$ cat src/rtl/hazard_sequencer_if.sv
// Hazard sequencer bus: groups the decode/hazard inputs and the pipeline
// enable, state and performance-counter outputs of hazard_sequencer.
//   master : pipeline side (drives instruction/hazard info, receives enables)
//   slave  : hazard_sequencer side
// Signals:
//   ifid_instr[31:0]  instruction in IF/ID
//   idex_memread      ID/EX instruction is a load
//   idex_rd[4:0]      ID/EX destination register
//   ex_branch_taken   branch/jump resolved taken in EX
//   mem_busy          data memory not ready
//   pc_write, ifid_write, ifid_flush, idex_bubble, pipe_hold : pipeline controls
//   state[1:0]        FSM state (00 RUN, 01 LU_STALL, 10 FREEZE)
//   stall_cycles, flush_count : saturating performance counters
interface hazard_sequencer_if #(
  parameter int unsigned CNT_W = 16
);
  logic [31:0]      ifid_instr;
  logic             idex_memread;
  logic [4:0]       idex_rd;
  logic             ex_branch_taken;
  logic             mem_busy;
  logic             pc_write;
  logic             ifid_write;
  logic             ifid_flush;
  logic             idex_bubble;
  logic             pipe_hold;
  logic [1:0]       state;
  logic [CNT_W-1:0] stall_cycles;
  logic [CNT_W-1:0] flush_count;

  modport master (
    output ifid_instr, idex_memread, idex_rd, ex_branch_taken, mem_busy,
    input  pc_write, ifid_write, ifid_flush, idex_bubble, pipe_hold,
    input  state, stall_cycles, flush_count
  );

  modport slave (
    input  ifid_instr, idex_memread, idex_rd, ex_branch_taken, mem_busy,
    output pc_write, ifid_write, ifid_flush, idex_bubble, pipe_hold,
    output state, stall_cycles, flush_count
  );
endinterface

$ cat src/rtl/hazard_sequencer.sv
// Pipeline hazard controller for the 5-stage RISC-V core.
// Decides each cycle whether PC and IF/ID advance, stall or flush, and whether
// the back end freezes. Handles multi-cycle load-use stalls, taken-branch
// flushes and data-memory wait freezes, and keeps saturating stall/flush
// counters.
// Ports:
//   clk   : rising-edge clock
//   reset : synchronous, active-high
//   bus   : hazard_sequencer_if.slave (inputs, enables, state, counters)
// Enables are combinational from state and inputs; state and counters update
// one cycle later.
module hazard_sequencer #(
  parameter int unsigned LU_STALL_CYCLES = 1,
  parameter int unsigned CNT_W           = 16
) (
  input  logic             clk,
  input  logic             reset,
  hazard_sequencer_if.slave bus
);

  typedef enum logic [1:0] {
    RUN      = 2'b00,
    LU_STALL = 2'b01,
    FREEZE   = 2'b10
  } state_t;

  localparam logic [2:0] LU_REM = 3'(LU_STALL_CYCLES - 1);

  state_t           state_q, state_d;
  state_t           ret_q, ret_d;
  logic [2:0]       rem_q, rem_d;
  logic [CNT_W-1:0] stall_q, stall_d;
  logic [CNT_W-1:0] flush_q, flush_d;

  // Register-source decode
  logic [6:0] opcode;
  logic [4:0] rs1, rs2;
  logic       uses_rs1, uses_rs2, hz;
  logic       unused_bits;

  assign opcode      = bus.ifid_instr[6:0];
  assign rs1         = bus.ifid_instr[19:15];
  assign rs2         = bus.ifid_instr[24:20];
  assign unused_bits = ^{bus.ifid_instr[31:25], bus.ifid_instr[14:7]};

  assign uses_rs1 = !(opcode == 7'b0110111 || opcode == 7'b0010111 ||
                      opcode == 7'b1101111);
  assign uses_rs2 = (opcode == 7'b0110011 || opcode == 7'b0100011 ||
                     opcode == 7'b1100011);
  assign hz = bus.idex_memread && (bus.idex_rd != 5'd0) &&
              ((uses_rs1 && rs1 == bus.idex_rd) ||
               (uses_rs2 && rs2 == bus.idex_rd));

  // Leaving FREEZE behaves exactly like the state that was frozen.
  state_t eff_state;
  assign eff_state = (state_q == FREEZE) ? ret_q : state_q;

  logic pc_write, ifid_write, ifid_flush, idex_bubble, pipe_hold;

  always_comb begin
    pc_write    = 1'b1;
    ifid_write  = 1'b1;
    ifid_flush  = 1'b0;
    idex_bubble = 1'b0;
    pipe_hold   = 1'b0;
    if (reset) begin
      pc_write    = 1'b0;
      ifid_write  = 1'b0;
      ifid_flush  = 1'b1;
      idex_bubble = 1'b1;
    end else if (bus.mem_busy) begin
      pc_write   = 1'b0;
      ifid_write = 1'b0;
      pipe_hold  = 1'b1;
    end else if (bus.ex_branch_taken) begin
      ifid_flush  = 1'b1;
      idex_bubble = 1'b1;
    end else if (eff_state == LU_STALL || (eff_state == RUN && hz)) begin
      pc_write    = 1'b0;
      ifid_write  = 1'b0;
      idex_bubble = 1'b1;
    end
  end

  always_comb begin
    state_d = state_q;
    rem_d   = rem_q;
    ret_d   = ret_q;
    if (bus.mem_busy) begin
      // Frozen cycles leave rem untouched so the stall penalty is preserved.
      if (state_q != FREEZE) begin
        state_d = FREEZE;
        ret_d   = state_q;
      end
    end else begin
      case (eff_state)
        RUN: begin
          state_d = RUN;
          if (!bus.ex_branch_taken && hz && LU_STALL_CYCLES > 1) begin
            state_d = LU_STALL;
            rem_d   = LU_REM;
          end
        end
        LU_STALL: begin
          if (bus.ex_branch_taken) begin
            state_d = RUN;
            rem_d   = '0;
          end else if (rem_q == 3'd1) begin
            state_d = RUN;
            rem_d   = '0;
          end else begin
            state_d = LU_STALL;
            rem_d   = rem_q - 3'd1;
          end
        end
        default: state_d = RUN;
      endcase
    end
  end

  always_comb begin
    stall_d = stall_q;
    flush_d = flush_q;
    if (!pc_write && stall_q != '1) stall_d = stall_q + 1'b1;
    if (ifid_flush && flush_q != '1) flush_d = flush_q + 1'b1;
  end

  always_ff @(posedge clk) begin
    if (reset) begin
      state_q <= RUN;
      ret_q   <= RUN;
      rem_q   <= '0;
      stall_q <= '0;
      flush_q <= '0;
    end else begin
      state_q <= state_d;
      ret_q   <= ret_d;
      rem_q   <= rem_d;
      stall_q <= stall_d;
      flush_q <= flush_d;
    end
  end

  assign bus.pc_write     = pc_write;
  assign bus.ifid_write   = ifid_write;
  assign bus.ifid_flush   = ifid_flush;
  assign bus.idex_bubble  = idex_bubble;
  assign bus.pipe_hold    = pipe_hold;
  assign bus.state        = state_q;
  assign bus.stall_cycles = stall_q;
  assign bus.flush_count  = flush_q;

endmodule

$ cat src/flat_wrapper.sv
// flat-port wrapper written by rule: the top's interface ports become plain ports
module hazard_sequencer_flat 
#(
  parameter int unsigned LU_STALL_CYCLES = 1,
  parameter int unsigned CNT_W           = 16
)
  (clk, reset, bus_ifid_instr, bus_idex_memread, bus_idex_rd, bus_ex_branch_taken, bus_mem_busy, bus_pc_write, bus_ifid_write, bus_ifid_flush, bus_idex_bubble, bus_pipe_hold, bus_state, bus_stall_cycles, bus_flush_count);
  hazard_sequencer_if #(.CNT_W(CNT_W)) bus_i ();
  input  logic clk;
  input  logic reset;
  input wire logic [$bits(bus_i.ifid_instr)-1:0] bus_ifid_instr;
  input wire logic [$bits(bus_i.idex_memread)-1:0] bus_idex_memread;
  input wire logic [$bits(bus_i.idex_rd)-1:0] bus_idex_rd;
  input wire logic [$bits(bus_i.ex_branch_taken)-1:0] bus_ex_branch_taken;
  input wire logic [$bits(bus_i.mem_busy)-1:0] bus_mem_busy;
  output wire logic [$bits(bus_i.pc_write)-1:0] bus_pc_write;
  output wire logic [$bits(bus_i.ifid_write)-1:0] bus_ifid_write;
  output wire logic [$bits(bus_i.ifid_flush)-1:0] bus_ifid_flush;
  output wire logic [$bits(bus_i.idex_bubble)-1:0] bus_idex_bubble;
  output wire logic [$bits(bus_i.pipe_hold)-1:0] bus_pipe_hold;
  output wire logic [$bits(bus_i.state)-1:0] bus_state;
  output wire logic [$bits(bus_i.stall_cycles)-1:0] bus_stall_cycles;
  output wire logic [$bits(bus_i.flush_count)-1:0] bus_flush_count;
  assign bus_i.ifid_instr = bus_ifid_instr;
  assign bus_i.idex_memread = bus_idex_memread;
  assign bus_i.idex_rd = bus_idex_rd;
  assign bus_i.ex_branch_taken = bus_ex_branch_taken;
  assign bus_i.mem_busy = bus_mem_busy;
  assign bus_pc_write = bus_i.pc_write;
  assign bus_ifid_write = bus_i.ifid_write;
  assign bus_ifid_flush = bus_i.ifid_flush;
  assign bus_idex_bubble = bus_i.idex_bubble;
  assign bus_pipe_hold = bus_i.pipe_hold;
  assign bus_state = bus_i.state;
  assign bus_stall_cycles = bus_i.stall_cycles;
  assign bus_flush_count = bus_i.flush_count;
  hazard_sequencer #(.LU_STALL_CYCLES(LU_STALL_CYCLES), .CNT_W(CNT_W)) u_core (.clk(clk), .reset(reset), .bus(bus_i));
endmodule
$ cat config.mk
export PLATFORM = sky130hd
export DESIGN_NAME = hazard_sequencer_flat
export DESIGN_NICKNAME = d
export VERILOG_FILES = /design/src/rtl/hazard_sequencer_if.sv /design/src/rtl/hazard_sequencer.sv /design/src/flat_wrapper.sv
export SDC_FILE = /design/constraint.sdc
export NUM_CORES = 1
export LEC_CHECK = 0
export ABC_AREA = 1
export CORE_ASPECT_RATIO = 1.75
export CORE_MARGIN = 2
export CORE_UTILIZATION = 46
export CTS_CLUSTER_DIAMETER = 50
export CTS_CLUSTER_SIZE = 20
export DETAILED_ROUTE_END_ITERATION = 10
export PLACE_DENSITY = 0.78
export SYNTH_ARGS = -nofsm -noshare
export SYNTH_HDL_FRONTEND = slang
export SYNTH_SLANG_ARGS = --single-unit
$ cat constraint.sdc
create_clock -name clk -period 2.6 [get_ports clk]
set_clock_uncertainty 0.2 [all_clocks]
set_input_delay 0.52 -clock clk [delete_from_list [all_inputs] [get_ports clk]]
set_output_delay 0.52 -clock clk [all_outputs]
set_load 0.01 [all_outputs]
==> run summary, run 1 <==
The initial antenna violation count is 0. In the final layout, the share of cells above drive strength 1 is 0.09324. The critical path data arrival time came out at approximately 1.8 ns. The per-cell via count in the routed design came out at 5.153.

The maximum buffer depth of the clock tree came out at 2. The post-route standard cell area excluding fillers is 0.003259 sq mm. After detailed routing, the wire length on met1 is approximately 2200 um.

Detailed placement ended at an HPWL of 4631 um. STA classifies the critical path startpoint as an input port. Synthesis produced around 360 cells. After synthesis, the largest family of logic cells by area is simple AND/OR/NAND/NOR gates. The overall power after layout is around 1.3 mW. The clock reaches the later pin of the worst-skew pair after 0.30 ns.

The worst setup margin is 0.06818 ns. The share of cell area taken by muxes after synthesis came out at 0. The post-synthesis sequential area ratio is 0.3303.

The post-synthesis share of cell area spent on xor and xnor gates is 0.08523. The area growth from synthesis to final layout is 37.90%. The startpoint identified for the worst hold timing path is u_core.bus.flush_count[13]. CTS placed an instance of sky130_fd_sc_hd__clkbuf_8 at the clock tree root. The total of flip-flops plus latches after synthesis came out at 39. The initial core utilization is 0.4749. In this run the critical register-to-register path is launched from u_core.bus.stall_cycles[0]. The final sum of negative setup slack is 0 ns. The number of buffers inserted by hold repair at cts is 0. Across all layers, the routed design uses roughly 2500 vias. The count of nets left with antenna violations once routing finished came out at 0. Wire segments on met3 add up to 232 um in the final route. The number of core rows is 34.

Measured against its own limit, the worst slew margin works out to 0.7201. The largest fanout of any net on the critical path came out at 2. The share of synthesized cell area in and, or, nand and nor gates came out at 0.3303. The highest layer used for signal routing is met4. The number of different library cells used by synthesis comes to 31.

VDD sags by at most 0.4485 mV. The worst setup slack before clock tree synthesis came out at -0.4121 ns. During placement, the flow inserted port buffers numbering 65. The number of global-route vias before repair came to 2376.

The number of search-and-repair iterations in the first detailed-routing pass came out at 5. The total placed instance area is 0.003099 sq mm. The first global-routing pass estimated 9929 um of wire.

The power per cell area came out at 396.5 mW/mm^2. Setup repair after global routing left no endpoint under its margin. The number of buffers created by CTS is 5. The die covers 0.005750 sq mm.

The most critical setup path has its startpoint at bus_ifid_instr[16]. The TritonCTS sink count came out at 39. The met2 routed wirelength came out at roughly 3300 um.

The vertical die dimension came out at 98.83 um. The count of synthesis-stage warnings from yosys is 0. The net count after synthesis is approximately 400. The global placer's final weighted congestion is 0.8894. Of the total synthesized cell area, the portion taken by full adders, half adders and majority gates is 0.02118. The routed design could run at a clock period as short as about 2.5 ns.

The total number of nets in the final design came out at 474. The ratio of final minimum period to clock period came out at 0.9738. The number of max-slew violations in the final report came out at 0.

The largest net degree at the start of global routing is 20. The DRC marker count from the first detailed-route iteration is 97. The worst hold slack across all endpoints is about 0.29 ns. The complex-gate fraction of the synthesized area came out at 0.1260.

The utilization after layout is 0.6549. The transition time at the pin with the least slew margin is 0.4160 ns. The flow ran to the end, and the final reports show no timing, DRC or antenna violations.

The I/O pin count is 81. The area of the core is ~0.005 sq mm. TritonCTS built the clock tree. After synthesis the cells add up to 0.002364 sq mm. Setup violations remaining at the end of the flow were counted as 0. After the flow finishes, the layout carries non-filler instances totaling about 480. The overall fraction of global-route tracks in use is 0.2186.

In the final routed layout, each cell accounts on average for 12.39 um. Summed over all layers, the global routing overflow is 0. The kind of path behind the tightest hold check is register to register. The routed wire length came out at 5985 um. The average instance in the mapped netlist occupies 6.639 sq um. Measured along the x axis, the die boundary spans 58.19 um. The required time at the endpoint of the critical path came out at 1.88 ns. The DRC violations left came out at 0. The number of instances in the placed design is 475. The critical path in this run is classified as input port to output pin. The reported max-cap violation count came out at 0. STA classifies the critical path endpoint as an output pin.

The total number of H-tree levels came out at 2. The highest clock frequency the design can meet is around 390 MHz. The clock slew seen by the registers of the worst setup and hold paths is roughly 0.08 ns.

The number of antenna diodes in the final layout is 0. The leakage power of the design is 1.391 nW. The count of endpoints failing hold in the final timing report is 0.
==> area by class of cell <==
cell class | count | area (sq um)
Tap cell | 54 | 67.56
Clock buffer | 5 | 68.82
Clock inverter | 3 | 43.79
Multi-Input combinational cell | 255 | 1353
Timing Repair Buffer | 75 | 750.7
Inverter | 52 | 195.2
Sequential cell | 39 | 780.7
Fill cell | 451 | 1718
==> power breakdown <==
part | total, mW | switching (mW) | internal (mW)
Sequential | 0.617 | 0.0111 | 0.606
Combinational | 0.168 | 0.0840 | 0.0842
Clock | 0.507 | 0.221 | 0.286
==> routing by layer <==
| metal | vias up | track usage |
|---|---|---|
| met5 | - | 0 |
| met4 | 0 | 0.1038 |
| met3 | 20 | 0.04068 |
| met2 | 64 | 0.4170 |
| met1 | 1119 | 0.2151 |
| li1 | 1286 | - |
==> placed cells by master, fill, tap and decap left out <==
| master | instances |
|---|---|
| sky130_fd_sc_hd__a21oi_1 | 32 |
| sky130_fd_sc_hd__o211ai_1 | 1 |
| sky130_fd_sc_hd__xor2_1 | 14 |
| sky130_fd_sc_hd__dlygate4sd2_1 | 8 |
| sky130_fd_sc_hd__nor3b_1 | 1 |
| sky130_fd_sc_hd__a31oi_1 | 1 |
| sky130_fd_sc_hd__nor3_4 | 1 |
| sky130_fd_sc_hd__dfxtp_1 | 39 |
| sky130_fd_sc_hd__clkinv_4 | 1 |
| sky130_fd_sc_hd__a32o_1 | 1 |
| sky130_fd_sc_hd__bufinv_16 | 1 |
| sky130_fd_sc_hd__buf_2 | 1 |
| sky130_fd_sc_hd__nor3_1 | 9 |
| sky130_fd_sc_hd__ha_1 | 4 |
| sky130_fd_sc_hd__clkbuf_8 | 5 |
| sky130_fd_sc_hd__nand4_1 | 6 |
| sky130_fd_sc_hd__nor3_2 | 1 |
| sky130_fd_sc_hd__inv_1 | 50 |
| sky130_fd_sc_hd__buf_4 | 10 |
| sky130_fd_sc_hd__nand2_1 | 77 |
| sky130_fd_sc_hd__xnor2_1 | 9 |
| sky130_fd_sc_hd__nand2_2 | 7 |
| sky130_fd_sc_hd__clkdlybuf4s50_1 | 39 |
| sky130_fd_sc_hd__o21ai_1 | 3 |
| sky130_fd_sc_hd__nand3_1 | 27 |
| sky130_fd_sc_hd__buf_6 | 2 |
| sky130_fd_sc_hd__o21ai_0 | 16 |
| sky130_fd_sc_hd__nand2_4 | 1 |
| sky130_fd_sc_hd__inv_2 | 2 |
| sky130_fd_sc_hd__nor4_1 | 3 |
| sky130_fd_sc_hd__clkinv_2 | 1 |
| sky130_fd_sc_hd__nand3_2 | 1 |
| sky130_fd_sc_hd__nand4_4 | 1 |
| sky130_fd_sc_hd__nor2_4 | 2 |
| sky130_fd_sc_hd__dlymetal6s2s_1 | 15 |
| sky130_fd_sc_hd__a21oi_2 | 3 |
| sky130_fd_sc_hd__nor2_1 | 34 |
==> registers in the layout (all words and copies together) (netlist names) <==
register                 flops
u_core.ret_q                 2
u_core.bus.flush_count      16
u_core.rem_q                 3
u_core.bus.stall_cycles     16
u_core.bus.state             2
==> final timing paths <==
check	to	slack, ns	cells after the start
max	bus_idex_bubble	0.07	10
min	u_core.bus.flush_count[13]	0.29	2
max reg2reg	u_core.bus.stall_cycles[5]	0.36	9
min reg2reg	u_core.bus.flush_count[13]	0.29	2
==> cells by family (layout without fill, tap and decap cells) <==
| family | count (synthesis) | count (layout) |
|---|---|---|
| xor gates and xnor gates | 23 | 23 |
| adders and majority gates | 4 | 4 |
| AOI/OAI and AO/OA | 57 | 57 |
| buffers and inverters | 62 | 135 |
| and+or+nand+nor | 171 | 171 |
| DFF | 39 | 39 |
==> what timing repair did <==
| item | in CTS | in global routing |
|---|---|---|
| gates resized for setup | 21 | 24 |
| setup buffers | 0 | 0 |
| pin swaps | 2 | 16 |
| endpoints found under the setup margin | 5 | 3 |
==> Yosys cell counts, drive strengths merged <==
library cell	n	area, sq um
ha	4	50.05
buf	6	41.28
nand3	28	140.1
xnor2	9	78.83
nand2	85	334.1
nor3	11	71.32
nor4	3	18.77
nor2	36	150.1
inv	52	195.2
nand4	7	58.81
a32o	1	10.01
nor3b	1	7.510
o21ai	19	95.09
a31oi	1	6.260
clkbuf	4	16.26
dfxtp	39	780.8
a21oi	35	178.9
xor2	14	122.6
o211ai	1	7.510
==> critical path, cell delays in order <==
cell	delay [ns]
sky130_fd_sc_hd__clkdlybuf4s50_1	0.47
sky130_fd_sc_hd__xor2_1	0.15
sky130_fd_sc_hd__nor2_1	0.06
sky130_fd_sc_hd__nand3_1	0.08
sky130_fd_sc_hd__nand2_1	0.06
sky130_fd_sc_hd__nand2_2	0.09
sky130_fd_sc_hd__nand3_2	0.07
sky130_fd_sc_hd__a21oi_2	0.14
sky130_fd_sc_hd__inv_1	0.04
sky130_fd_sc_hd__buf_2	0.13
Power figures use the tool's default switching activity.
==> inputs of run 2 (changes only) <==
--- a/config.mk
+++ b/config.mk
@@ -9,7 +9,6 @@
 export CORE_ASPECT_RATIO = 1.75
 export CORE_MARGIN = 2
 export CORE_UTILIZATION = 46
-export CTS_CLUSTER_DIAMETER = 50
 export CTS_CLUSTER_SIZE = 20
 export DETAILED_ROUTE_END_ITERATION = 10
 export PLACE_DENSITY = 0.78
==> results of run 2 <==
Same layout as run 1: the final DEF is identical, and so are final timing and power.
==> inputs of run 3 (changes only) <==
--- a/config.mk
+++ b/config.mk
@@ -7,11 +7,11 @@
 export LEC_CHECK = 0
 export ABC_AREA = 1
 export CORE_ASPECT_RATIO = 1.75
-export CORE_MARGIN = 2
-export CORE_UTILIZATION = 46
+export CORE_MARGIN = 3
+export CORE_UTILIZATION = 41
 export CTS_CLUSTER_SIZE = 20
 export DETAILED_ROUTE_END_ITERATION = 10
-export PLACE_DENSITY = 0.78
+export PLACE_DENSITY = 0.73
 export SYNTH_ARGS = -nofsm -noshare
 export SYNTH_HDL_FRONTEND = slang
 export SYNTH_SLANG_ARGS = --single-unit
==> constraint.sdc (replaced) <==
create_clock -name clk -period 2.1 [get_ports clk]
set_clock_uncertainty 0.2 [all_clocks]
set_input_delay 0.42 -clock clk [delete_from_list [all_inputs] [get_ports clk]]
set_output_delay 0.42 -clock clk [all_outputs]
set_load 0.01 [all_outputs]
==> run 3 against run 2 <==
Combinational power up 32%. Final cell count up 7.7%. Clock-buffer cell count up 1. Power up 15%. Global-route usage down 2.7 points. Non-clock buffer count up 15. Worst setup slack better by 0.0048 ns. Sequential power up 23%. Largest cell class unchanged. First-iteration DRC count down 12%. Routed wire length up 2.3%. Hold slack worse by 0.015 ns. Final area up 0.54%.
==> run summary, run 3 (synthesis gave the netlist of run 1 again) <==
The run finished with clean final reports. The maximum buffer depth of the clock tree came to 2 (unchanged). The net switching fraction of the power is 0.2673 (+0.02234).

The source of the worst hold timing path is u_core.ret_q[0]. The remaining antenna violation count is 0 (unchanged). The worst setup path is of the input port to output pin kind. The area of the core came out at 0.005585 sq mm (+12%). The transition time at the pin with the least slew margin came to 0.3201 ns (-0.09588 ns). The TritonCTS sink count is 39 (unchanged). The tree is rooted in a sky130_fd_sc_hd__clkbuf_8. Dividing the final minimum period by the clock period gives 0.9653. The vias after detailed routing is 2533 (+1.8%). The utilization after layout is 0.5867 (-0.06816). The largest fanout of any net on the critical path is 2 (unchanged). The power per cell area came to 452.5 mW/mm^2 (+14%). The internal power component came out at 1.086 mW (+11%). The power share of the clock group was 0.340 (-0.053). The DRC violations left is 0 (unchanged). The total placed instance area is 0.003244 sq mm (+4.7%). The DRC marker count from the first detailed-route iteration came to 85 (-12%). The global-route wire length before repair was 10630 um (+7.1%). The share of cells above drive strength 1 came out at 0.1914 (+0.09820). Among cell families on the critical path, the largest total delay comes from simple AND/OR/NAND/NOR gates. The post-route standard cell area excluding fillers is 0.003277 sq mm (+0.54%). The highest clock frequency the design can meet is 493.3 MHz. The final sum of negative setup slack is 0 ns (unchanged). The final setup violation count is 0 (unchanged). The CTS tree is built. The part of the total power dissipated in combinational logic is 0.149 (+0.019). The number of buffers inserted by hold repair at cts came out at 0 (unchanged).

The sequential share of power is 0.511 (+0.034). The initial antenna violation count came out at 0 (unchanged). The sort of element at the end of the critical path is an output pin. The maximum VDD drop is 0.2880 mV (-36%). The detailed placement HPWL is 4908 um (+6.0%). The critical path goes through dlygate4sd2_1, xnor2_1, nand3_1, nand2_1, nand2_2, nand2_2, nand2_2, nand2_4, inv_4, buf_6. The capture point of the worst reg-to-reg path is u_core.bus.stall_cycles[1]. In the layout the commonest cells are sky130_fd_sc_hd__nand2_1, sky130_fd_sc_hd__inv_1, sky130_fd_sc_hd__dfxtp_1. The overflow left after global routing came out at 0 (unchanged). The combined buffer and inverter count along the critical path was 3 (unchanged).

The library cell used most frequently in the layout, excluding fill and tap cells, is sky130_fd_sc_hd__nand2_1. The overall power after layout is 1.483 mW (+15%). The leakage power of the design was 1.331 nW (-4.4%). The startpoint type of the worst setup path is an input port.

The number of cells traversed by the worst register-to-register path came out at 9 (unchanged). The largest net degree at the start of global routing is 20 (unchanged). The largest individual stage delay along the critical path comes from the cell sky130_fd_sc_hd__dlygate4sd2_1. The net switching power figure was 0.3964 mW (+25%). After layout, the minimum clock period comes to between 2 and 2.5 ns. The number of buffers inserted by port buffering came out at 65 (unchanged).

The per-cell via count in the routed design came out at 4.871 (-5.5%). The internal reg-to-reg setup slack came out at 0.22 ns (-0.14 ns). The number of global-route vias before repair came out at 2505 (+5.4%).

The number of buffers created by CTS is 5 (unchanged). The number of antenna repair diodes came to 0 (unchanged). Among the stages of the critical path, the cell type that occurs most often is sky130_fd_sc_hd__nand2_2. The count of endpoints failing hold in the final timing report came out at 0 (unchanged).

The routed wire length came to 6120 um (+2.3%). The worst hold path terminates at u_core.ret_q[0]. The I/O pin count is 81 (unchanged). The reported max-cap violation count came out at 0 (unchanged). The worst stage delay on the critical path is 0.24 ns (-0.23 ns). Setup repair after global routing could not meet its margin everywhere. The tightest slew margin relative to the limit came out at 0.7846 (+0.06451). The total number of nets in the final design is 489 (+3.2%). The overall fraction of global-route tracks in use was 0.1919 (-0.02669).

The critical path data arrival time is 1.41 ns (-0.40 ns). The routed length per instance is 11.77 um (-5.0%). The die footprint is 0.006748 sq mm (+17%).

The worst hold path belongs to the class register to register. The number of core rows came to 36 (+5.9%). The required time at the endpoint of the critical path is 1.48 ns (-0.40 ns). The total number of H-tree levels is 2 (unchanged). The clock slew seen by the registers of the worst setup and hold paths came out at 0.08 ns (about the same).

The area growth from synthesis to final layout came out at 38.64%. The clock latency reported for the late side of the worst-skew pair is 0.29 ns (about the same). The number of max-slew violations in the final report is 0 (unchanged). The initial core utilization came out at 0.4232 (-0.05170). The worst hold slack across all endpoints was 0.2768 ns (-0.01494 ns). The width of the die is 63.40 um (+9.0%). The vertical die dimension came out at 106.4 um (+7.7%). The startpoint identified for the worst register-to-register timing path is u_core.bus.stall_cycles[0]. The global placer's final weighted congestion is 0.9416 (+5.9%). The number of search-and-repair iterations in the first detailed-routing pass came out at 4 (-1). The worst hold path depth is 2 (unchanged).
==> run 3: timing repair <==
item | 4_1_cts | 5_1_grt
setup endpoints to repair | 21 | 6
cloned | 0 | 0
setup buffers | 0 | 0
hold endpoints to repair | 0 | 0
pin swaps | 27 | 16
resized for setup | 88 | 23
==> run 3: worst max path at each step <==
stage                        from        endpoint  slack (ns)  cells past startpoint
6_report       bus_ifid_instr[19]    bus_pc_write        0.07                     10
5_1_grt           u_core.ret_q[1]    bus_pc_write       -0.04                      9
4_1_cts          bus_idex_memread  bus_ifid_write       0.005                      9
3_5_place_dp       bus_idex_rd[1]  bus_ifid_write       -0.74                     11
3_3_place_gp       bus_idex_rd[4]    bus_pc_write       -0.68                     14
2_1_floorplan   bus_ifid_instr[2]    bus_pc_write       0.008                     14
==> run 3: power groups by stage <==
stage / Sequential [mW] / Combinational (mW) / Clock (mW)
2_1_floorplan: 0.783 / 0.0957 / 0
3_3_place_gp: 0.775 / 0.231 / 0
3_5_place_dp: 0.775 / 0.236 / 0
4_1_cts: 0.758 / 0.226 / 0.524
5_1_grt: 0.760 / 0.246 / 0.551
6_report: 0.758 / 0.221 / 0.504
==> run 3: final cells by class <==
type | count | area, sq um
clock buffers | 6 | 72.57
clock inverters | 2 | 12.51
fillers | 578 | 2308
inverters | 52 | 197.7
multi-input cells | 255 | 1384
flip-flops and latches | 39 | 782.0
well taps | 76 | 95.09
repair buffers | 90 | 733.2
==> run 3: per-stage QoR <==
| step | worst slack, ns | cells |
|---|---|---|
| 3_3_place_gp | -0.6791 | 512 |
| 5_1_grt | -0.03971 | 520 |
| 4_1_cts | 0.005183 | 520 |
| 3_5_place_dp | -0.7373 | 512 |
| 2_1_floorplan | 0.007910 | 356 |
| 6_report | 0.07293 | 520 |
==> run 3: routing by layer <==
| layer | global-route usage | vias to the layer above | share of wire |
|---|---|---|---|
| li1 | - | 1307 | - |
| met1 | 0.2040 | 1138 | 0.38 |
| met2 | 0.3568 | 67 | 0.55 |
| met3 | 0.02854 | 21 | 0.035 |
| met4 | 0.09737 | 0 | 0.035 |
| met5 | 0 | - | 0 |
==> run 3: tightest hold or removal path, stage by stage (launching register included) <==
cell and delay [ns]:
sky130_fd_sc_hd__dfxtp_1 0.31, sky130_fd_sc_hd__o21ai_0 0.07, sky130_fd_sc_hd__a21oi_1 0.06
